==> config.mk <==
export PLATFORM = sky130hd
export DESIGN_NAME = jesd204_tx_link_ctrl
export DESIGN_NICKNAME = d
export VERILOG_FILES = /design/src/rtl/jesd204_tx_link_ctrl.sv
export SDC_FILE = /design/constraint.sdc
export NUM_CORES = 1
export LEC_CHECK = 0
export CAP_MARGIN = 20
export CORE_UTILIZATION = 48
export CTS_BUF_LIST = sky130_fd_sc_hd__clkbuf_2 sky130_fd_sc_hd__clkbuf_4 sky130_fd_sc_hd__clkbuf_8
export CTS_CLUSTER_DIAMETER = 30
export CTS_CLUSTER_SIZE = 24
export DETAILED_ROUTE_END_ITERATION = 10
export PLACE_DENSITY = 0.95
export SYNTH_ARGS = -nofsm -noshare
export SYNTH_HDL_FRONTEND = slang
export SYNTH_SLANG_ARGS = --single-unit
==> constraint.sdc <==
create_clock -name clk -period 2.9 [get_ports clk]
set_input_delay 0.725 -clock clk [delete_from_list [all_inputs] [get_ports clk]]
set_output_delay 0.725 -clock clk [all_outputs]
set_load 0.05 [all_outputs]
==> src/rtl/jesd204_tx_link_ctrl.sv <==
// JESD204B TX link sequencer for one 4-octet lane: CGS, then ILAS, then user data, with SYNC~ resync and error counting.
// Latency: every output is registered, so tx_data carries the word chosen by the previous cycle's state and counters.
// Backpressure: none; data_in is taken on every DATA cycle (data_ready high), and SYNC~ low restarts the sequence at CGS.
module jesd204_tx_link_ctrl #(
    parameter int BEATS_PER_MF     = 8,
    parameter int ILAS_MULTIFRAMES = 4,
    parameter int SCRAMBLE         = 1,
    parameter int RESYNC_CYCLES    = 4
) (
    input  logic        clk,
    input  logic        resetn,
    input  logic        enable,
    input  logic        sysref,
    input  logic        sync_n,
    input  logic [31:0] data_in,
    output logic        data_ready,
    output logic [1:0]  ilas_cfg_addr,
    input  logic [31:0] ilas_cfg_data,
    output logic [31:0] tx_data,
    output logic [3:0]  tx_charisk,
    output logic        scr_enable,
    output logic        lmfc_edge,
    output logic [1:0]  state_o,
    output logic [7:0]  err_count
);

    localparam int LW = $clog2(BEATS_PER_MF);
    localparam int MW = (ILAS_MULTIFRAMES > 1) ? $clog2(ILAS_MULTIFRAMES) : 1;
    localparam int RW = $clog2(RESYNC_CYCLES + 1);
    localparam logic [LW-1:0] LAST_BEAT = LW'(BEATS_PER_MF - 1);
    localparam logic [MW-1:0] LAST_MF   = MW'(ILAS_MULTIFRAMES - 1);
    localparam logic [RW-1:0] RESYNC_AT = RW'(RESYNC_CYCLES - 1);

    typedef enum logic [1:0] {
        ST_IDLE = 2'd0,
        ST_CGS  = 2'd1,
        ST_ILAS = 2'd2,
        ST_DATA = 2'd3
    } state_t;

    state_t        state, state_nxt;
    logic [LW-1:0] lmfc_cnt, lmfc_nxt;
    logic [LW-1:0] beat;
    logic [MW-1:0] mf;
    logic [RW-1:0] low_cnt;
    logic          in_link, resync, err_pulse, ilas_last;
    logic [31:0]   ilas_word;
    logic [3:0]    ilas_k;

    assign state_o   = state;
    assign in_link   = (state == ST_ILAS) || (state == ST_DATA);
    assign resync    = in_link && !sync_n && (low_cnt == RESYNC_AT);
    assign err_pulse = in_link && enable && sync_n && (low_cnt != '0);
    assign ilas_last = (beat == LAST_BEAT) && (mf == LAST_MF);

    always_comb begin
        lmfc_nxt = lmfc_cnt + 1'b1;
        if (sysref || (lmfc_cnt == LAST_BEAT)) begin
            lmfc_nxt = '0;
        end
    end

    always_comb begin
        state_nxt = state;
        case (state)
            ST_IDLE: if (enable) state_nxt = ST_CGS;
            // Leave CGS so that the first ILAS beat lands on LMFC count 0.
            ST_CGS:  if (sync_n && (lmfc_nxt == '0)) state_nxt = ST_ILAS;
            ST_ILAS: begin
                if (resync) begin
                    state_nxt = ST_CGS;
                end else if (ilas_last) begin
                    state_nxt = ST_DATA;
                end
            end
            ST_DATA: if (resync) state_nxt = ST_CGS;
            default: state_nxt = ST_IDLE;
        endcase
        if (!enable) begin
            state_nxt = ST_IDLE;
        end
    end

    always_comb begin
        ilas_word = '0;
        ilas_k    = '0;
        for (int i = 0; i < 4; i++) begin
            ilas_word[8*i +: 8] = 8'({beat, 2'(i)});
        end
        if (beat == '0) begin
            ilas_word[7:0] = 8'h1C;
            ilas_k[0]      = 1'b1;
        end
        if (beat == LAST_BEAT) begin
            ilas_word[31:24] = 8'h7C;
            ilas_k[3]        = 1'b1;
        end
        if (mf == MW'(1)) begin
            if (beat == '0) begin
                ilas_word[15:8] = 8'h9C;
                ilas_k[1]       = 1'b1;
            end else if (beat <= LW'(4)) begin
                ilas_word = ilas_cfg_data;
                ilas_k    = '0;
            end
        end
    end

    always_ff @(posedge clk or negedge resetn) begin
        if (!resetn) begin
            state         <= ST_IDLE;
            lmfc_cnt      <= '0;
            lmfc_edge     <= 1'b1;
            beat          <= '0;
            mf            <= '0;
            low_cnt       <= '0;
            err_count     <= '0;
            ilas_cfg_addr <= '0;
            data_ready    <= 1'b0;
            scr_enable    <= 1'b0;
            tx_data       <= 32'hBCBC_BCBC;
            tx_charisk    <= 4'hF;
        end else begin
            state      <= state_nxt;
            lmfc_cnt   <= lmfc_nxt;
            lmfc_edge  <= (lmfc_nxt == '0);
            data_ready <= (state_nxt == ST_DATA);

            // ILAS beat counters run independently of the LMFC so sysref cannot restart ILAS.
            if ((state == ST_ILAS) && (state_nxt == ST_ILAS)) begin
                if (beat == LAST_BEAT) begin
                    beat <= '0;
                    mf   <= mf + 1'b1;
                end else begin
                    beat <= beat + 1'b1;
                end
            end else begin
                beat <= '0;
                mf   <= '0;
            end

            if (in_link && !sync_n &&
                ((state_nxt == ST_ILAS) || (state_nxt == ST_DATA))) begin
                low_cnt <= low_cnt + 1'b1;
            end else begin
                low_cnt <= '0;
            end

            if (err_pulse && (err_count != 8'hFF)) begin
                err_count <= err_count + 8'd1;
            end

            // Present the config address one cycle ahead so the lookup is ready on beats 1..4.
            if ((state == ST_ILAS) && (state_nxt == ST_ILAS) &&
                (mf == MW'(1)) && (beat < LW'(4))) begin
                ilas_cfg_addr <= beat[1:0];
            end else begin
                ilas_cfg_addr <= '0;
            end

            scr_enable <= (SCRAMBLE != 0) && (state == ST_DATA);
            case (state)
                ST_ILAS: begin
                    tx_data    <= ilas_word;
                    tx_charisk <= ilas_k;
                end
                ST_DATA: begin
                    tx_data    <= data_in;
                    tx_charisk <= 4'h0;
                end
                default: begin
                    tx_data    <= 32'hBCBC_BCBC;
                    tx_charisk <= 4'hF;
                end
            endcase
        end
    end

endmodule

==> impl_results.md, run 1 <==
* Run status: finished, final reports clean
* Clock buffer depth at 2
* Clock network power share at 0.355
* VDD IR-drop max at 0.2497 mV
* Syn Area/Cell at 10.40 um2
* Async S/R FF share, synth at 1.000
* Internal Pwr Total at 1.489 mW
* Total GRT Usage at 0.2694
* Wire length per cell at 17.01 um
* Total grt overflow at 0
* Setup CP Type: reg -> out
* Worst hold-check path type: in -> async
* IO Count at 120
* Die ar. at 0.006339 mm2
* Vias in the first global route at 2,497
* # H-tree levels at 3
* Pleak at 1.795 nW
* WL final at 8.044 mm
* Rel. slew slack at 0.5132
* Clock Sink Count at 62
* Cells after Synth at 278
* Worst Path Required at 2.17 ns
* Combinational share of power at 0.189
* Post-DP HPWL at 5.691 mm
* Row cnt at 27
* Yosys cell types at 51
* Slowest stage delay, CP at 0.82 ns
* Switching Fraction at 0.2732
* Critical Path End Type: output port
* Register bit total from synthesis at 62
* Slowest stage cell on the critical path: clkdlybuf4s50_1
* Initial antenna violation count at 0
* Filler instances at 340
* Chip Width at 79.62 um
* 1st-iter DRT viols at 152
* Clock transition at path regs at 0.07 ns
* Syn Nets at 358
* Instance count on the critical path at 1
* Post-CTS Setup Inserts at 0
* Least-Margin Pin Slew at 0.7302 ns
* Share of cells above drive strength 1 at 0.1496
* Area leader, netlist: dfrtp_1
* Antenna Cells at 0
* Hold buffers post-CTS at 0
* Root Buffer: clkbuf_8
* Flop pwr share at 0.456
* NumNets Final at 476
* Clk_lat worst skew at 0.34 ns
* Crit-path cells: clkdlybuf4s50_1
* First-pass GRT wire length at 12.62 mm
* Main flop type after synthesis: dfrtp_1
* CP Launch Type: flip-flop
* IO Port Bufs at 119
* CORE AREA at 0.005642 mm2
* Final Hold Fails at 0
* Most common cell in the netlist: nand2_1
* Number of synthesized flops with an enable pin at 0
* Area Overhead vs Synth at 49.33%
* CTS tree: yes
* Chip height at 79.62 um
* Sequential area share after synthesis at 0.5474
* Peak Freq at 0.4168 GHz
* Drt first pass iters at 4
* Post-route minimum period at 2.399 ns
* Synth area leaders: dfrtp_1, dfstp_2, nand2_1, ha_1, nor2_1
* RSZ-0062 raised after global routing: false
* Post-cts sizing count at 0
* Top cells by count, synth: nand2_1, dfrtp_1, dfstp_2
* Vias at 2,596
* Final GP Congestion at 0.8395
* Mean number of vias per cell at 5.488
* TNS Setup at 0 ns
* Initial Utilization at 0.5125
* Syn Std Cell Area at 0.002892 mm2
* Pwr/cell area at 474.6 mW/mm2
* DR DRC count at 0
* Cells on worst reg2reg path at 6
* Setup Skew at 0.006536 ns
* WP buf/inv at 1
* Fin crit share at 0.8274
* Slew Viols, Final at 0
* CTS buffer count at 9
* Max-capacitance violation count at 0
* Largest net degree at the start of global routing at 35
* ANT nets after route at 0
* Critical-path maximum fanout at 1
* Switching pwr at 0.5599 mW
* Final setup viols at 0
* Cell family with most CP delay: buffers and inverters
* Synth top area share at 0.3202
* YS warnings at 0
* Pwr Total at 2.049 mW
* Critical Path AT at 1.67 ns
[registers in the layout (all words and copies together) (netlist names), 2 cells and up]
register       cells
beat               3
err_count          8
ilas_cfg_addr      2
lmfc_cnt           3
low_cnt            3
mf                 2
state_o            2
tx_charisk         4
tx_data           32
[per-stage QoR]
| stage | std cells | hold WS [ns] | area [um2] | worst slack, ns | utilization |
|---|---|---|---|---|---|
| floorplan | 278 | 0.4283 | 2892 | 1.085 | - |
| finish | 473 | 0.4346 | 4318 | 0.5006 | 0.7654 |
| detailed placement | 457 | 0.4623 | 4125 | 0.6891 | 0.7312 |
| global route | 473 | 0.4974 | 4318 | 0.4802 | 0.7654 |
| global placement | 457 | 0.4509 | 4125 | 0.7961 | 0.7312 |
| CTS | 473 | 0.4541 | 4318 | 0.5002 | 0.7654 |
[area by class of cell]
type                       count  area, um2  area share
clock inverter                 1      5.005    0.001159
tap                           72      90.09     0.02086
clock buffer                  15      187.7     0.04347
multi-input combinational    189       1179      0.2730
inverter                      12      45.04     0.01043
sequential                    62       1583      0.3666
timing repair buffer         122       1229      0.2846
[layout by cell type (no fill, tap or decap), types with 2 or more instances in the layout]
master / instances
o21ai_0: 12
dfstp_2: 25
o211ai_1: 8
nand2b_1: 4
o2bb2ai_1: 2
inv_1: 11
buf_4: 3
xnor2_1: 4
buf_12: 2
a21oi_1: 16
clkdlybuf4s50_1: 116
nand3_1: 12
xor2_1: 5
o221a_2: 2
nor3_1: 7
clkbuf_4: 3
and3_1: 3
clkbuf_8: 12
o311ai_0: 3
nand2_1: 39
a21boi_0: 2
and2_1: 2
ha_1: 11
nor4_1: 2
dfrtp_1: 37
nor2_1: 22
nor2b_1: 2
a31oi_1: 7
o22ai_1: 2
[metal layers]
metal,GRT usage,vias to the layer above,part of all wire
met5,0,-,0
met4,0.1255,0,0.032
met3,0.07200,23,0.083
met2,0.4282,129,0.49
met1,0.3414,1237,0.39
li1,-,1207,-
[cells by family (layout without fill, tap and decap cells)]
kind of cell    count (synthesis)  in the layout  synth area share
simple gates                  103            103            0.1705
compound gates                 65             65            0.1584
flops                          62             62            0.5474
buf+inv                        27            150           0.04500
fa+ha+maj                      11             11           0.04760
xor+xnor                        9              9           0.02726
mux                             1              1          0.003894
[path summary, 6_finish.rpt]
kind                                         startpoint  slack [ns]                     to
worst min register to register    lmfc_cnt[0]$_DFF_PN0_        0.47  lmfc_cnt[0]$_DFF_PN0_
worst min-delay path                             resetn        0.43  lmfc_cnt[0]$_DFF_PN0_
max in group asynchronous                        resetn        1.78  tx_data[20]$_DFF_PN1_
worst max-delay path            tx_charisk[0]$_DFF_PN1_        0.50          tx_charisk[0]
worst max register to register        beat[0]$_DFF_PN0_        0.82  tx_data[26]$_DFF_PN1_
min in group clk                  lmfc_cnt[0]$_DFF_PN0_        0.47  lmfc_cnt[0]$_DFF_PN0_
[power by group through the flow]
stage / logic, mW / clock network, mW / registers, mW
2_1_floorplan: 0.0793 / 0 / 1.06
3_3_place_gp: 0.379 / 0 / 0.948
4_1_cts: 0.388 / 0.734 / 0.935
5_1_grt: 0.411 / 0.771 / 0.938
3_5_place_dp: 0.385 / 0 / 0.949
6_report: 0.387 / 0.727 / 0.935
Power figures use the tool's default switching activity.
==> run 2: changes to the inputs <==
Settings changed: CORE_UTILIZATION 48 to 44, PLACE_DENSITY 0.95 to 0.94.
Clock period 2.9 ns to 2.36 ns, I/O delays scaled along.
==> impl_results.md, run 2 (synthesized netlist as in run 1, its figures left out) <==
* Run status: finished, final reports clean
* Antenna Cells at 0 (unchanged)
* Initial antenna violation count at 0 (unchanged)
* Pwr/cell area at 593.8 mW/mm2 (+25%)
* TNS Setup at 0 ns (unchanged)
* Fin crit share at 0.9638
* Critical Path End Type: output port
* Clock transition at path regs at 0.07 ns (about the same)
* CORE AREA at 0.006350 mm2 (+13%)
* Share of cells above drive strength 1 at 0.1584 (+0.008790)
* Worst setup startpoint: tx_data[28]$_DFF_PN1_
* Slew Viols, Final at 0 (unchanged)
* Row cnt at 29 (+7.4%)
* Flip-flop and latch area at 0.001583 mm2 (unchanged)
* GRT busiest layer: met2
* Regs by FF count: tx_data: 32 flops, err_count: 8 flops, tx_charisk: 4 flops
* Worst hold-check path type: in -> async
* Critical Path AT at 1.68 ns (about the same)
* NumNets Final at 479 (+0.63%)
* Die ar. at 0.006900 mm2 (+8.9%)
* Combinational share of power at 0.187 (-0.002)
* Initial Utilization at 0.4554 (-0.05716)
* Switching Fraction at 0.2730 (about the same)
* Critical R2R Capture: tx_data[26]$_DFF_PN1_
* Critical-path maximum fanout at 1 (unchanged)
* Root Buffer: clkbuf_8
* Met2 GRT Util at 0.4165 (-0.01166)
* VDD IR-drop max at 0.3989 mV (+60%)
* Register with the most flip-flops: tx_data
* Drt first pass iters at 5 (+1)
* First-pass GRT wire length at 13.50 mm (+7.0%)
* Mean number of vias per cell at 5.407 (-1.5%)
* Final Hold Fails at 0 (unchanged)
* Most frequent cells in the layout: clkdlybuf4s50_1, nand2_1, dfrtp_1
* Slowest stage delay, CP at 0.81 ns (about the same)
* Total grt overflow at 0 (unchanged)
* Chip Width at 83.07 um (+4.3%)
* Flop pwr share at 0.442 (-0.014)
* IO Port Bufs at 119 (unchanged)
* Fin Hold WS at 0.2610 ns (-0.1736 ns)
* Post-DP HPWL at 6.001 mm (+5.4%)
* # H-tree levels at 3 (unchanged)
* Filler instances at 444 (+31%)
* Commonest non-fill, non-tap cell in the layout: clkdlybuf4s50_1
* DR DRC count at 0 (unchanged)
* Clock Sink Count at 62 (unchanged)
* CP Capture Point: tx_data[28]
* Setup CP Type: reg -> out
* Final setup viols at 0 (unchanged)
* Grt met3 use at 0.04771 (-0.02429)
* Crit-path cells: clkdlybuf4s50_1
* RSZ-0062 raised after global routing: false
* Cell family with most CP delay: buffers and inverters
* Total GRT Usage at 0.2511 (-0.01826)
* Internal Pwr Total at 1.888 mW (+27%)
* Least-Margin Pin Slew at 0.6198 ns (-0.1105 ns)
* CP Launch Type: flip-flop
* Max reg flops at 32 (unchanged)
* WL final at 8.132 mm (+1.1%)
* Vias in the first global route at 2,745 (+9.9%)
* WP buf/inv at 1 (unchanged)
* CTS buffer count at 9 (unchanged)
* Clk_lat worst skew at 0.34 ns (about the same)
* IO Count at 120 (unchanged)
* Vias at 2,601 (+0.19%)
* Rel. slew slack at 0.5868 (+0.07364)
* Instance count on the critical path at 1 (unchanged)
* Final GP Congestion at 0.8068 (-3.9%)
* 1st-iter DRT viols at 148 (-2.6%)
* CTS tree: yes
* Switching pwr at 0.7090 mW (+27%)
* Area Overhead vs Synth at 51.23%
* Largest net degree at the start of global routing at 30 (-14%)
* Post-route minimum period at 2.274 ns
* Setup Skew at 0.007046 ns (+0.0005101 ns)
* Met1 Resource Use GR at 0.3072 (-0.03417)
* Pleak at 1.816 nW (+1.2%)
* Cells on worst reg2reg path at 6 (unchanged)
* Slowest stage cell on the critical path: clkdlybuf4s50_1
* Chip height at 83.07 um (+4.3%)
* Worst Path Required at 1.77 ns (-0.40 ns)
* Clock buffer depth at 2 (unchanged)
* Max-capacitance violation count at 0 (unchanged)
* Clock network power share at 0.371 (+0.016)
* Multi-input logic area at 0.001181 mm2 (+0.21%)
* ANT nets after route at 0 (unchanged)
* RR Startpoint: beat[0]$_DFF_PN0_
* Peak Freq at 0.4397 GHz
* Wire length per cell at 16.91 um (-0.59%)
* Hold buffers post-CTS at 0 (unchanged)
* R2R Setup Slk at 0.33 ns (-0.49 ns)
run 2: cell types whose count changed in the layout (fill, tap and decap cells not counted):
cell,delta
buf_4,+2
clkbuf_4,-2
clkinv_2,+2
buf_12,+1
bufinv_16,+1
clkbuf_8,-1
ha_1,-1
ha_2,+1
run 2: final cells by class:
class,instances,area share
Tap cell,77,0.02203
Multi-Input combinational cell,189,0.2701
Sequential cell,62,0.3619
Clock inverter,4,0.01030
Timing Repair Buffer,125,0.2890
Inverter,12,0.01030
Clock buffer,12,0.03634
run 2: worst min-delay path by stage:
stage          slack (ns)  cells after the start                    end
2_1_floorplan        0.29                      0      beat[0]$_DFF_PN0_
3_3_place_gp         0.45                      1  lmfc_cnt[0]$_DFF_PN0_
3_5_place_dp         0.48                      1   low_cnt[0]$_DFF_PN0_
4_1_cts              0.27                      1   state_o[1]$_DFF_PN0_
5_1_grt              0.32                      1   state_o[1]$_DFF_PN0_
6_report             0.26                      1   state_o[1]$_DFF_PN0_
run 2: power groups by stage:
stage	combinational, mW	sequential (mW)	clock (mW)
6_report	0.486	1.15	0.963
5_1_grt	0.515	1.15	1.02
4_1_cts	0.489	1.15	0.974
3_5_place_dp	0.485	1.16	0
3_3_place_gp	0.474	1.16	0
2_1_floorplan	0.0975	1.30	0
run 2: per-stage QoR:
stage               worst slack (ns)  utilization  power (mW)  area, um2  std cells
global placement              0.3812       0.6562       1.636       4167        465
detailed placement            0.2600       0.6562       1.650       4167        465
CTS                          0.06854       0.6883       2.609       4370        481
global route                 0.05754       0.6887       2.682       4373        481
finish                       0.08551       0.6887       2.597       4373        481
floorplan                     0.5452            -       1.398       2892        278
run 2: repair_timing:
action / CTS / global route
hold endpoints to repair: 0 / 0
buffers inserted: 0 / 0
endpoints found under the setup margin: 0 / 1
resized for setup: 0 / 1
run 2: routing by layer:
layer | part of all wire | vias up
li1 | - | 1208
met4 | 0.038 | 0
met1 | 0.41 | 1251
met2 | 0.50 | 116
met5 | 0 | -
met3 | 0.062 | 26
==> run 3: changes to the inputs <==
Settings changed: CORE_MARGIN set to 5, HOLD_SLACK_MARGIN set to 0.12.
==> impl_results.md, run 3 (synthesized netlist as in run 1, its figures left out) <==
* Critical Path End Type: output port
* # H-tree levels at 3 (unchanged)
* Largest net degree at the start of global routing at 40 (+33%)
* Pwr/cell area at 594.8 mW/mm2 (+0.16%)
* Clk_lat worst skew at 0.34 ns (about the same)
* Die ar. at 0.008293 mm2 (+20%)
* Vias in the first global route at 2,707 (-1.4%)
* Filler instances at 446 (+0.45%)
* Max-capacitance violation count at 0 (unchanged)
* Slowest stage cell on the critical path: clkdlybuf4s50_1
* Drt first pass iters at 4 (-1)
* Setup Skew at 0.01073 ns (+0.003689 ns)
* CTS buffer count at 9 (unchanged)
* Register with the most flip-flops: tx_data
* Worst Path Required at 1.77 ns (about the same)
* Post-route minimum period at 2.285 ns (+0.01070 ns)
* Critical Path AT at 1.70 ns (+0.02 ns)
* Initial antenna violation count at 0 (unchanged)
* Slowest stage delay, CP at 0.82 ns (about the same)
* Final GP Congestion at 0.7920 (-1.8%)
* ANT nets after route at 0 (unchanged)
* CP Launch Type: flip-flop
* R2R Setup Slk at 0.19 ns (-0.14 ns)
* Final Hold Fails at 0 (unchanged)
* Pwr Total at 2.604 mW (+0.27%)
* 1st-iter DRT viols at 154 (+4.1%)
* VDD IR-drop max at 0.5613 mV (+41%)
* Chip Width at 91.07 um (+9.6%)
* Final setup viols at 0 (unchanged)
* NumNets Final at 479 (unchanged)
* Commonest non-fill, non-tap cell in the layout: clkdlybuf4s50_1
* Worst setup startpoint: tx_charisk[2]$_DFF_PN1_
* Total GRT Usage at 0.2170 (-0.03412)
* RSZ-0062 raised after global routing: false
* IO Port Bufs at 119 (unchanged)
* DR DRC count at 0 (unchanged)
* Chip height at 91.07 um (+9.6%)
* Hold buffers post-CTS at 0 (unchanged)
* Run status: finished, final reports clean
* Peak Freq at 0.4376 GHz (-0.47%)
* Most frequent cells in the layout: clkdlybuf4s50_1, nand2_1, dfrtp_1
* Root Buffer: clkbuf_8
* IO Count at 120 (unchanged)
* Initial Utilization at 0.4528 (-0.002587)
* Crit-path cells: clkdlybuf4s50_1
* Post-DP HPWL at 6.540 mm (+9.0%)
* WL final at 8.950 mm (+10%)
* Worst hold-check path type: in -> async
* Fin crit share at 0.9683 (+0.004532)
* Antenna Cells at 0 (unchanged)
* Max reg flops at 32 (unchanged)
* Clock Sink Count at 62 (unchanged)
* Row cnt at 29 (unchanged)
* Flip-flop and latch area at 0.001583 mm2 (unchanged)
* Setup CP Type: reg -> out
* Cell family with most CP delay: buffers and inverters
* Mean number of vias per cell at 5.439 (+0.58%)
* Wire length per cell at 18.61 um (+10%)
* TNS Setup at 0 ns (unchanged)
* Regs by FF count: tx_data: 32 flops, err_count: 8 flops, tx_charisk: 4 flops
* Pleak at 1.825 nW (+0.48%)
* Share of cells above drive strength 1 at 0.1584 (unchanged)
* Instance count on the critical path at 1 (unchanged)
* Clock transition at path regs at 0.08 ns (about the same)
* Area Overhead vs Synth at 51.41%
* RR Startpoint: beat[0]$_DFF_PN0_
* Cells on worst reg2reg path at 6 (unchanged)
* WP buf/inv at 1 (unchanged)
* CTS tree: yes
* Least-Margin Pin Slew at 0.5818 ns (-0.03794 ns)
* Total grt overflow at 0 (unchanged)
* CP Capture Point: tx_charisk[2]
* Critical-path maximum fanout at 1 (unchanged)
* Critical R2R Capture: tx_data[26]$_DFF_PN1_
* First-pass GRT wire length at 14.21 mm (+5.3%)
* Multi-input logic area at 0.001194 mm2 (+1.1%)
* Clock buffer depth at 2 (unchanged)
* Slew Viols, Final at 0 (unchanged)
* Rel. slew slack at 0.6121 (+0.02529)
* Vias at 2,616 (+0.58%)
* CORE AREA at 0.006386 mm2 (+0.57%)
-- run 3: cell count changes in the layout (fill, tap and decap cells not counted) --
cell	delta
and2_2	+1
xnor2_2	+1
ha_1	+1
xnor2_1	-1
ha_2	-1
buf_4	-1
-- run 3: repair_timing --
action	in CTS	in global routing
resized for setup	0	1
buffers inserted	0	0
endpoints found under the setup margin	0	1
-- run 3: worst min path at each step --
stage | cells after the start | end | slack [ns] | start
global route | 1 | low_cnt[0]$_DFF_PN0_ | 0.28 | resetn
floorplan | 0 | beat[0]$_DFF_PN0_ | 0.29 | resetn
finish | 1 | err_count[0]$_DFFE_PN0P_ | 0.25 | resetn
CTS | 1 | data_ready$_DFF_PN0_ | 0.26 | resetn
global placement | 1 | lmfc_cnt[0]$_DFF_PN0_ | 0.45 | lmfc_cnt[0]$_DFF_PN0_
detailed placement | 1 | low_cnt[0]$_DFF_PN0_ | 0.49 | low_cnt[0]$_DFF_PN0_
-- run 3: layout make-up --
class,instances,area share
clock buffer,12,0.03630
clock inverter,4,0.01029
inverter,12,0.01029
multi-input combinational,190,0.2726
sequential,62,0.3615
tap,77,0.02201
timing repair buffer,124,0.2869
-- run 3: metrics by stage --
step | utilization | worst slack [ns] | std cells | instance area, um2 | hold WS (ns)
3_3_place_gp | 0.6513 | 0.3823 | 464 | 4159 | 0.4531
3_5_place_dp | 0.6513 | 0.1971 | 464 | 4159 | 0.4925
6_report | 0.6855 | 0.07481 | 481 | 4378 | 0.2471
5_1_grt | 0.6855 | 0.04404 | 481 | 4378 | 0.2783
2_1_floorplan | - | 0.5452 | 278 | 2892 | 0.2944
4_1_cts | 0.6832 | 0.07490 | 480 | 4363 | 0.2554
-- run 3: power by group --
part / total (mW) / leakage, nW / switching (mW) / internal, mW
Combinational: 0.488 / 0.943 / 0.278 / 0.210
Sequential: 1.15 / 0.773 / 0.0222 / 1.12
Clock: 0.969 / 0.110 / 0.416 / 0.552
Total: 2.60 / 1.82 / 0.717 / 1.89
-- run 3: metal layers --
metal / global-route usage / wire (um)
met2: 0.3431 / 4356
met5: 0 / 0
met4: 0.09780 / 266
met1: 0.2701 / 3557
met3: 0.07190 / 770
